==> src/rtl/radix4_divider.sv <==
// Iterative unsigned radix-4 restoring divider: two quotient bits per cycle,
// results held in registers until the next operation completes.
module radix4_divider #(
   parameter int unsigned WIDTH = 32,
   parameter int unsigned ITER  = WIDTH / 2
) (
   input  logic             clk_i,
   input  logic             rst_ni,
   input  logic [WIDTH-1:0] dividend,
   input  logic [WIDTH-1:0] divisor,
   input  logic             input_valid,
   output logic [WIDTH-1:0] quotient,
   output logic [WIDTH-1:0] remainder,
   output logic             output_valid,
   output logic             busy
);

   localparam int unsigned PW = WIDTH + 2;
   localparam int unsigned CW = (ITER > 1) ? $clog2(ITER) : 1;

   typedef enum logic [1:0] {
      IDLE = 2'd0,
      CALC = 2'd1,
      DONE = 2'd2
   } state_t;

   state_t           state_q, state_d;
   logic [WIDTH-1:0] dq_q, dq_d;
   logic [WIDTH-1:0] d_q, d_d;
   logic [PW-1:0]    d3_q, d3_d;
   // Only the low WIDTH bits of the partial remainder ever feed the next step.
   logic [WIDTH-1:0] pr_q, pr_d;
   logic [CW-1:0]    cnt_q, cnt_d;
   logic [WIDTH-1:0] quotient_d, remainder_d;
   logic             output_valid_d, busy_d;

   logic [PW-1:0]    t, d1_ext, d2_ext, sub;
   logic [1:0]       digit;
   logic [WIDTH-1:0] pr_nxt, dq_nxt;

   // Digit selection and one restoring step
   always_comb begin
      t      = {pr_q, dq_q[WIDTH-1:WIDTH-2]};
      d1_ext = {2'b00, d_q};
      d2_ext = {1'b0, d_q, 1'b0};
      digit  = 2'd0;
      sub    = '0;
      if (t >= d3_q) begin
         digit = 2'd3;
         sub   = d3_q;
      end else if (t >= d2_ext) begin
         digit = 2'd2;
         sub   = d2_ext;
      end else if (t >= d1_ext) begin
         digit = 2'd1;
         sub   = d1_ext;
      end
      pr_nxt = WIDTH'(t - sub);
      dq_nxt = {dq_q[WIDTH-3:0], digit};
   end

   // Next-state and register updates
   always_comb begin
      state_d        = state_q;
      dq_d           = dq_q;
      d_d            = d_q;
      d3_d           = d3_q;
      pr_d           = pr_q;
      cnt_d          = cnt_q;
      quotient_d     = quotient;
      remainder_d    = remainder;
      output_valid_d = 1'b0;
      busy_d         = 1'b0;
      case (state_q)
         IDLE, DONE: begin
            state_d = IDLE;
            if (input_valid) begin
               state_d = CALC;
               dq_d    = dividend;
               d_d     = divisor;
               d3_d    = PW'(divisor) + {1'b0, divisor, 1'b0};
               pr_d    = '0;
               cnt_d   = '0;
               busy_d  = 1'b1;
            end
         end
         CALC: begin
            pr_d  = pr_nxt;
            dq_d  = dq_nxt;
            cnt_d = CW'(cnt_q + 1'b1);
            if (cnt_q == CW'(ITER - 1)) begin
               state_d        = DONE;
               quotient_d     = dq_nxt;
               remainder_d    = pr_nxt;
               output_valid_d = 1'b1;
            end else begin
               busy_d = 1'b1;
            end
         end
         default: state_d = IDLE;
      endcase
   end

   always_ff @(posedge clk_i or negedge rst_ni) begin
      if (!rst_ni) begin
         state_q      <= IDLE;
         dq_q         <= '0;
         d_q          <= '0;
         d3_q         <= '0;
         pr_q         <= '0;
         cnt_q        <= '0;
         quotient     <= '0;
         remainder    <= '0;
         output_valid <= 1'b0;
         busy         <= 1'b0;
      end else begin
         state_q      <= state_d;
         dq_q         <= dq_d;
         d_q          <= d_d;
         d3_q         <= d3_d;
         pr_q         <= pr_d;
         cnt_q        <= cnt_d;
         quotient     <= quotient_d;
         remainder    <= remainder_d;
         output_valid <= output_valid_d;
         busy         <= busy_d;
      end
   end

endmodule

==> config.mk <==
export PLATFORM = sky130hd
export DESIGN_NAME = radix4_divider
export DESIGN_NICKNAME = d
export VERILOG_FILES = /design/src/rtl/radix4_divider.sv
export SDC_FILE = /design/constraint.sdc
export NUM_CORES = 1
export LEC_CHECK = 0
export CORE_UTILIZATION = 25
export CTS_CLUSTER_SIZE = 25
export DETAILED_ROUTE_END_ITERATION = 10
export PLACE_DENSITY_LB_ADDON = 0.3
export SYNTH_ARGS = -nofsm -noshare
export SYNTH_HDL_FRONTEND = slang
export SYNTH_SLANG_ARGS = --single-unit
==> constraint.sdc <==
create_clock -name clk_i -period 13.4 [get_ports clk_i]
set_input_delay 2.68 -clock clk_i [delete_from_list [all_inputs] [get_ports clk_i]]
set_output_delay 2.68 -clock clk_i [all_outputs]
set_load 0.05 [all_outputs]
==> results of run 1 <==
## flip-flops by register name, summed over array words and instances, names as in the netlist
register and flops:
d3_q 33, d_q 32, dq_q 32, pr_q 32, quotient 32, remainder 32
cnt_q 4, state_q 2, busy 1, output_valid 1
## metrics by stage
step	utilization	cell area [um^2]	hold WS [ns]
floorplan	-	13300	0.450
global placement	0.293	15400	0.458
detailed placement	0.293	15400	0.461
CTS	0.312	16400	0.479
global route	0.312	16400	0.496
finish	0.312	16400	0.471
## layout by cell type (no fill, tap or decap), types with 7 or more instances in the layout
cell type,n
nand4_1,24
nor2_1,80
o21a_1,11
buf_4,11
nor2b_1,9
clkbuf_16,27
o211ai_1,7
nand2_1,324
o21ai_0,121
ha_1,162
clkdlybuf4s50_1,131
dfrtp_1,201
nand2b_1,14
xor2_1,18
a22oi_1,61
a211oi_1,11
a21o_1,27
nand3_1,29
nor3_1,15
o21bai_1,10
a22o_1,26
a21oi_1,111
inv_1,91
a31oi_1,7
xnor2_1,30
clkbuf_8,9
## worst max-delay path: stages, from the launching register on
cell and delay, ns:
dfrtp_1 0.45, ha_1 0.32, a21o_1 0.18, a21o_1 0.16
a21oi_1 0.14, nor2_1 0.05, a2111oi_0 0.73, o31ai_4 0.14
buf_4 0.28, a31oi_2 0.17, buf_4 0.35, nor2_1 0.14
nor2b_1 0.16, ha_1 0.18, inv_1 0.06, fa_1 0.42
a211oi_1 0.31, o21ai_0 0.24, nand4_1 0.19, a41oi_1 0.20
nand2_1 0.13, nand2_1 0.09, a2111o_1 0.46, a41o_1 0.25
xor2_1 0.15, mux2_2 0.26
## worst max path at each step
| stage | start | to | depth (start not counted) |
|---|---|---|---|
| 6_report | pr_q[25] | remainder[30] | 25 |
| 5_1_grt | d_q[26] | remainder[30] | 26 |
| 4_1_cts | pr_q[25] | remainder[30] | 25 |
| 3_5_place_dp | pr_q[25] | remainder[30] | 25 |
| 3_3_place_gp | d_q[26] | remainder[30] | 26 |
| 2_1_floorplan | d_q[26] | remainder[30] | 24 |
## layer usage
metal	up-vias	track usage	part of all wire
li1	5695	-	-
met1	5586	0.222	0.50
met2	245	0.233	0.43
met3	33	0.0319	0.059
met4	0	0.0315	0.015
met5	-	0	0
## final cells by class
cell class                 count  area (um^2)
clock buffer                  37          793
clock inverter                11          211
fill                        5526        36200
inverter                      92          345
multi-input combinational   1192         7740
sequential                   201         5030
tap                          688          861
timing repair buffer         143         1410
## cells by family (layout without fill, tap and decap cells)
kind of cell | Yosys count | count (layout) | synth area share
xor gates and xnor gates | 48 | 48 | 0.0316
AOI/OAI and AO/OA | 440 | 440 | 0.212
DFF | 201 | 201 | 0.378
adders and majority gates | 164 | 164 | 0.155
buffers and inverters | 154 | 283 | 0.0438
muxes | 7 | 7 | 0.00583
and+or+nand+nor | 533 | 533 | 0.173
==> metrics, run 1 <==
DP Worst Slack=between 7 and 8 ns; clk_lat worst skew=0.56 ns; CTS Buf Count=26; Total GRT Usage=0.153; die area=54100 um^2; Layout area overhead=23.2%; synth unique cells=68; YS warnings=0; share of layout cells above drive strength 1=0.0495; leading area contributor after synthesis=dfrtp_1; initial antenna violation count=0; H-tree depth=1; largest net degree at the start of global routing=81; row cnt=between 80 and 90; clock-pin slew on the worst setup and hold paths=0.06 ns; vias in the first global route=11500; wire length per cell=17.5 um; Post-Syn Area per Cell=8.60 um^2; Synth area leaders=dfrtp_1 (38%), ha_1 (15%), nand2_1 (9.2%); TritonRoute pass-1 iters=5; final wirelength=41300 um; first-pass GRT wire length=66000 um; Fin. Hold Viols=0; worst-margin pin slew=roughly 1.2 ns; Residual DRC=0; die span in x=about 230 um; Max Clock Freq=157 MHz; Relative slew margins=0.190; Worst Path Max Fanout=33; root buffer cell=clkbuf_16; io pins=133; CP Capture Type=flop; WHS Path Cells=2; share of the synthesized area in the top cell type=0.378; Post-CTS Setup Inserts=0; core area=52600 um^2; DRT antenna net count=0; Final Max Tran Viols=0; min cycle time layout=6.37 ns; Worst Clk Skew=about 0.021 ns; CP Launch Type=flop; Via density=4.89; Synth Instances=about 1500; crit path DAT=6.80 ns; Worst Hold End=quotient[9]; CTS tree=done; Initial Util=0.253; Clock Tree Buf Depth=3; Ant. Diodes=0; Iter 0 DRT Violations=approximately 570; gr ovfl total=0; CTS Hold Bufs=0; RSZ-0062 raised after global routing=false; EDFF count, synth=0; Final #Nets=around 1900; Die Span Y=approximately 230 um; FF-to-FF path depth=25; Worst EP required=about 14 ns; Worst Hold Class=reg -> reg; hold path start=quotient[9]; Post-DP HPWL=around 30000 um; fin cells=~2400; most instantiated library cell after synthesis=nand2_1; status=complete, no violations; fin crit share=0.475; mapped cell area=approximately 13000 um^2; R2R Path End=remainder[30]; I/O Buffers=132; post-CTS sizing=0; top_reg_cell synth=dfrtp_1; final worst slack=between 7 and 8 ns; cell count after placement=~2300; Clock Sinks=201; R2R Setup Slk=7.03 ns; FFs w/ async S/R, synth=1.00; CP Class=reg -> reg; detailed-route via count=11600; Final Wtd Congestion=0.874; syn_nets=1778; setup violators final=0; #FFs+latches synth=between 200 and 250; setup TNS=0 ns; sequential-to-total area share from yosys stat=0.378; RR Startpoint=pr_q[25]; list of most frequent post-synthesis cells=nand2_1 (325), dfrtp_1 (201), ha_1 (162); number of max-cap violations=0
Power of run 1 is left out: the tool's default activity adds up to more than one toggle a clock period on the data nets, which glitch-free logic cannot reach.
==> inputs of run 2 (changes only) <==
clock period = 6.6 ns   (was 13.4 ns; I/O delays follow)
==> run 2 against run 1 <==
Setup slack worse by 6.3 ns. Critical path type unchanged. Flip-flop and latch count unchanged. Highest routed layer unchanged. Register-to-register slack worse by 6.3 ns.
==> metrics, run 2 (synthesis gave the netlist of run 1 again) <==
vias in the first global route=11700 (was 11500); CTS Buf Count=24 (was 26); Clock Tree Buf Depth=3 (unchanged); die span in x=233 um (unchanged); die area=54100 um^2 (unchanged); CP Capture Type=flop (unchanged); setup TNS=0 ns (unchanged); Worst EP required=7.03 ns (was 13.83 ns); Residual DRC=0 (unchanged); most frequent cells in the layout=nand2_1 (324), dfrtp_1 (201), ha_1 (162) (unchanged); core area=52600 um^2 (unchanged); fin cells=2362 (was 2364); R2R Setup Slk=0.72 ns (was 7.03 ns); H-tree depth=1 (unchanged); Initial Util=0.253 (unchanged); share of layout cells above drive strength 1=0.0490 (was 0.0495); Post-DP HPWL=30400 um (was 30000 um); io pins=133 (unchanged); WHS Path Cells=2 (unchanged); Die Span Y=233 um (unchanged); RR Startpoint=d_q[26] (was pr_q[25]); first-pass GRT wire length=65900 um (was 66000 um); min cycle time layout=5.88 ns (was 6.37 ns); fin crit share=0.892 (was 0.475); Max Clock Freq=170 MHz (was 157 MHz); post-CTS sizing=0 (unchanged); largest reg by FF count=d3_q (unchanged); Total GRT Usage=0.153 (about the same); Via density=4.88 (was 4.89); Final #Nets=1888 (was 1887); CP Launch Type=flop (unchanged); I/O Buffers=132 (unchanged); Fin. Hold Viols=0 (unchanged); Final Wtd Congestion=0.911 (was 0.874); Post-CTS Setup Inserts=0 (unchanged); max FFs per register=33 (unchanged); clk_lat worst skew=0.55 ns (was 0.56 ns); largest net degree at the start of global routing=136 (was 81); RSZ-0062 raised after global routing=false (unchanged); row cnt=84 (unchanged); Clock Sinks=201 (unchanged); TritonRoute pass-1 iters=5 (unchanged); cell count after placement=2319 (was 2316); hold path start=quotient[9] (unchanged); gr ovfl total=0 (unchanged); status=complete, no violations (unchanged); Iter 0 DRT Violations=696 (was 567); DRT antenna net count=0 (unchanged); Relative slew margins=0.464 (was 0.190); Fillers=5533 (was 5526); Worst Hold Class=reg -> reg (unchanged); CTS tree=done (unchanged); final wirelength=41100 um (was 41300 um); most common cell after layout, fill and taps aside=nand2_1 (unchanged); FF-to-FF path depth=25 (unchanged); crit path DAT=6.32 ns (was 6.80 ns); Ant. Diodes=0 (unchanged); Final Max Tran Viols=0 (unchanged); Worst Hold End=quotient[9] (unchanged); setup violators final=0 (unchanged); worst-margin pin slew=0.805 ns (was 1.21 ns); wire length per cell=17.4 um (was 17.5 um); CP Class=reg -> reg (unchanged); clock-pin slew on the worst setup and hold paths=0.06 ns (about the same); root buffer cell=clkbuf_16 (unchanged); Worst Clk Skew=0.0247 ns (was 0.0215 ns); detailed-route via count=11500 (was 11600); number of max-cap violations=0 (unchanged); R2R Path End=remainder[30] (unchanged); CTS Hold Bufs=0 (unchanged); Layout area overhead=22.2% (was 23.2%); Worst Path Max Fanout=13 (was 33); initial antenna violation count=0 (unchanged)
==> run 2: cell types whose count changed in the layout (fill, tap and decap cells not counted), sizes merged <==
cell	change
buf	+3
bufinv	-2
clkbuf	-9
clkinv	+3
clkinvlp	+3
==> run 2: layer usage <==
| layer | up-vias | track usage | share of wire | routed length [um] |
|---|---|---|---|---|
| met2 | 251 | 0.235 | 0.43 | 17600 |
| met1 | 5531 | 0.218 | 0.50 | 20500 |
| met3 | 41 | 0.0303 | 0.052 | 2160 |
| met5 | - | 0 | 0 | 0 |
| met4 | 0 | 0.0408 | 0.021 | 877 |
| li1 | 5695 | - | - | - |
==> run 2: metrics by stage <==
stage	hold slack (ns)	cell area (um^2)	util	worst slack, ns
floorplan	0.450	13300	-	1.57
global placement	0.459	15400	0.293	0.806
detailed placement	0.461	15400	0.293	0.793
CTS	0.482	16300	0.309	0.764
global route	0.496	16300	0.309	0.268
finish	0.474	16300	0.309	0.716
==> run 2: cell type report <==
class                   instances  area [um^2]  share of cell area
multi-input cells            1192         7740               0.476
flip-flops and latches        201         5030               0.309
repair buffers                146         1440              0.0887
well taps                     688          861              0.0529
clock buffers                  28          646              0.0397
inverters                      92          345              0.0212
clock inverters                15          198              0.0122
==> run 2: worst max path at each step <==
stage	from	to	slack, ns	cells after the start
3_5_place_dp	pr_q[25]	remainder[30]	0.79	24
2_1_floorplan	d_q[26]	remainder[30]	1.57	24
6_report	d_q[26]	remainder[30]	0.72	25
3_3_place_gp	pr_q[25]	remainder[30]	0.81	24
5_1_grt	d_q[26]	remainder[20]	0.27	25
4_1_cts	d_q[26]	remainder[30]	0.76	25
==> run 2: critical path: stages (launching register included) <==
cell       delay (ns)
dfrtp_1          0.37
inv_1            0.09
ha_1             0.31
a21o_1           0.18
a21o_1           0.16
a21oi_1          0.14
nor2_1           0.05
a2111oi_0        0.67
o31ai_4          0.16
a31oi_2          0.17
buf_4            0.22
nor2_1           0.12
nor2b_1          0.16
ha_1             0.17
inv_1            0.06
fa_1             0.42
a211oi_1         0.32
o21ai_0          0.24
nand4_1          0.18
a41oi_1          0.21
nand2_1          0.13
nand2_1          0.09
a2111o_1         0.45
a41o_1           0.25
xor2_1           0.15
mux2_2           0.26
Power of run 2 is left out for the same reason.
==> inputs of run 3 (changes only) <==
CORE_UTILIZATION = 35   (was 25)
RECOVER_POWER = 100   (was not set)
SLEW_MARGIN = 20   (was not set)
==> run 3 against run 2 <==
The flow now finishes with violations (max-capacitance violations, max-slew violations). Critical path depth is 2 lower. Hold slack got worse by 0.011 ns. Via count grew 2.4%. Final cell count shrank 7.6%. Critical endpoint is now remainder[29]. Highest routed layer unchanged.
==> metrics, run 3 (synthesis gave the netlist of run 1 again) <==
max FFs per register=33 (unchanged); CP max stage delay=0.78 ns (was 0.67 ns); largest net degree at the start of global routing=123 (was 136); share of layout cells above drive strength 1=0.0383 (was 0.0490); Final Max Tran Viols=324 (was 0); wl on met1=18100 um (was 20500 um); CP Class=reg -> reg (unchanged); Final #Nets=1886 (was 1888); Post-CTS Setup Inserts=0 (unchanged); crit path DAT=6.43 ns (was 6.32 ns); Critical Path, Cell by Cell=ha_1, a21o_1, a21o_1, a21oi_1, nor2_1, a2111oi_0, o31ai_4, a31oi_2, buf_4, a22oi_1, nor2_1, a21oi_1, ha_1, nor2b_1, o31a_1, o41a_1, a221oi_2, o21bai_1, a21oi_2, o211ai_2, a311oi_2, xor2_1, o21ai_0; RSZ-0062 raised after global routing=false (unchanged); DRT antenna net count=0 (unchanged); Via density=5.41 (was 4.88); RR Startpoint=pr_q[25] (was d_q[26]); gr ovfl total=0 (unchanged); CP Launch Type=flop (unchanged); worst-margin pin slew=4.67 ns (was 0.805 ns); TritonRoute pass-1 iters=5 (unchanged); Post-DP HPWL=28800 um (was 30400 um); Die Span Y=197 um (was 233 um); R2R Setup Slk=0.51 ns (was 0.72 ns); CTS Hold Bufs=0 (unchanged); min cycle time layout=6.09 ns (was 5.88 ns); most frequent cells in the layout=nand2_1 (325), dfrtp_1 (201), ha_1 (162) (was nand2_1 (324), dfrtp_1 (201), ha_1 (162)); end of the critical path=remainder[29] (was remainder[30]); clk_lat worst skew=0.53 ns (was 0.55 ns); setup violators final=0 (unchanged); Final Wtd Congestion=0.925 (was 0.911); H-tree depth=1 (unchanged); number of max-cap violations=7 (was 0); most common cell after layout, fill and taps aside=nand2_1 (unchanged); setup TNS=0 ns (unchanged); die area=38800 um^2 (was 54100 um^2); row cnt=71 (was 84); Worst Path Max Fanout=22 (was 13); Ant. Diodes=0 (unchanged); Worst EP required=6.94 ns (was 7.03 ns); largest reg by FF count=d3_q (unchanged); Total GRT Usage=0.207 (was 0.153); wire length per cell=18.2 um (was 17.4 um); final wirelength=39600 um (was 41100 um); clock-pin slew on the worst setup and hold paths=0.06 ns (about the same); die span in x=197 um (was 233 um); CP Capture Type=flop (unchanged); master of the slowest instance on the critical path=a2111oi_0 (unchanged); initial antenna violation count=0 (unchanged); Layout area overhead=19.5% (was 22.2%); first-pass GRT wire length=64200 um (was 65900 um); io pins=133 (unchanged); met2 wire len=18400 um (was 17600 um); Iter 0 DRT Violations=881 (was 696); Initial Util=0.355 (was 0.253); Relative slew margins=-2.11 (was 0.464); root buffer cell=clkbuf_16 (unchanged); CTS Buf Count=24 (unchanged); I/O Buffers=132 (unchanged); Clock Tree Buf Depth=3 (unchanged); failing checks=max-capacitance violations, max-slew violations; vias in the first global route=11700 (about the same); R2R Path End=remainder[29] (was remainder[30]); Fin. Hold Viols=0 (unchanged); Worst Hold Class=reg -> reg (unchanged); detailed-route via count=11800 (was 11500); core area=37500 um^2 (was 52600 um^2); post-CTS sizing=0 (unchanged); Met3 Wirelength=2270 um (was 2160 um); Top Layer Used=met4 (unchanged); Worst Clk Skew=0.0113 ns (was 0.0247 ns); status=complete, but fails checks (was complete, no violations); fin crit share=0.923 (was 0.892); FF-to-FF path depth=23 (was 25); Max Clock Freq=164 MHz (was 170 MHz); CTS tree=done (unchanged); worst setup path startpoint=pr_q[25] (was d_q[26]); Residual DRC=0 (unchanged); Clock Sinks=201 (unchanged)
run 3: cell count changes in the layout (fill, tap and decap cells not counted), sizes merged:
cell,delta
buf,-8
bufinv,-3
clkbuf,+12
clkdlybuf4s50,-68
clkinv,-1
clkinvlp,-2
dlygate4sd3,+68
inv,-1
run 3: worst min-delay path by stage:
stage                        from  slack, ns  depth (start not counted)             to
floorplan                d3_q[32]       0.45                          2       d3_q[32]
global placement    remainder[18]       0.46                          2  remainder[18]
detailed placement   quotient[23]       0.46                          2   quotient[23]
CTS                 remainder[16]       0.48                          2  remainder[16]
global route         quotient[15]       0.49                          2   quotient[15]
finish              remainder[16]       0.46                          2  remainder[16]
run 3: cell type report:
type                       count  area [um^2]
fill                        3802        21600
multi-input combinational   1192         7700
sequential                   201         5030
timing repair buffer         144         1400
clock buffer                  34          709
tap                          511          639
inverter                      92          345
clock inverter                 8         67.6
run 3: metal layers:
| layer | GRT usage | vias to the layer above |
|---|---|---|
| met4 | 0.0485 | 0 |
| met1 | 0.283 | 5722 |
| met2 | 0.340 | 324 |
| met5 | 0 | - |
| li1 | - | 5693 |
| met3 | 0.0370 | 56 |
run 3: per-stage QoR:
step                 util  cells  worst slack [ns]  hold WS, ns  area [um^2]
floorplan               -   1547              1.57        0.450        13300
global placement    0.405   2140             0.654        0.457        15200
detailed placement  0.405   2140             0.612        0.461        15200
CTS                 0.426   2182             0.579        0.477        16000
global route        0.424   2182            0.0314        0.493        15900
finish              0.424   2182             0.510        0.463        15900
run 3: worst max-delay path, delay by kind of cell (launching register included):
kind	cells	cell delay, ns
simple gates	3	0.29
buf+inv	1	0.31
fa+ha+maj	2	0.64
flops	1	0.45
xor+xnor	1	0.20
compound gates	16	3.99
Power of run 3 is left out for the same reason.
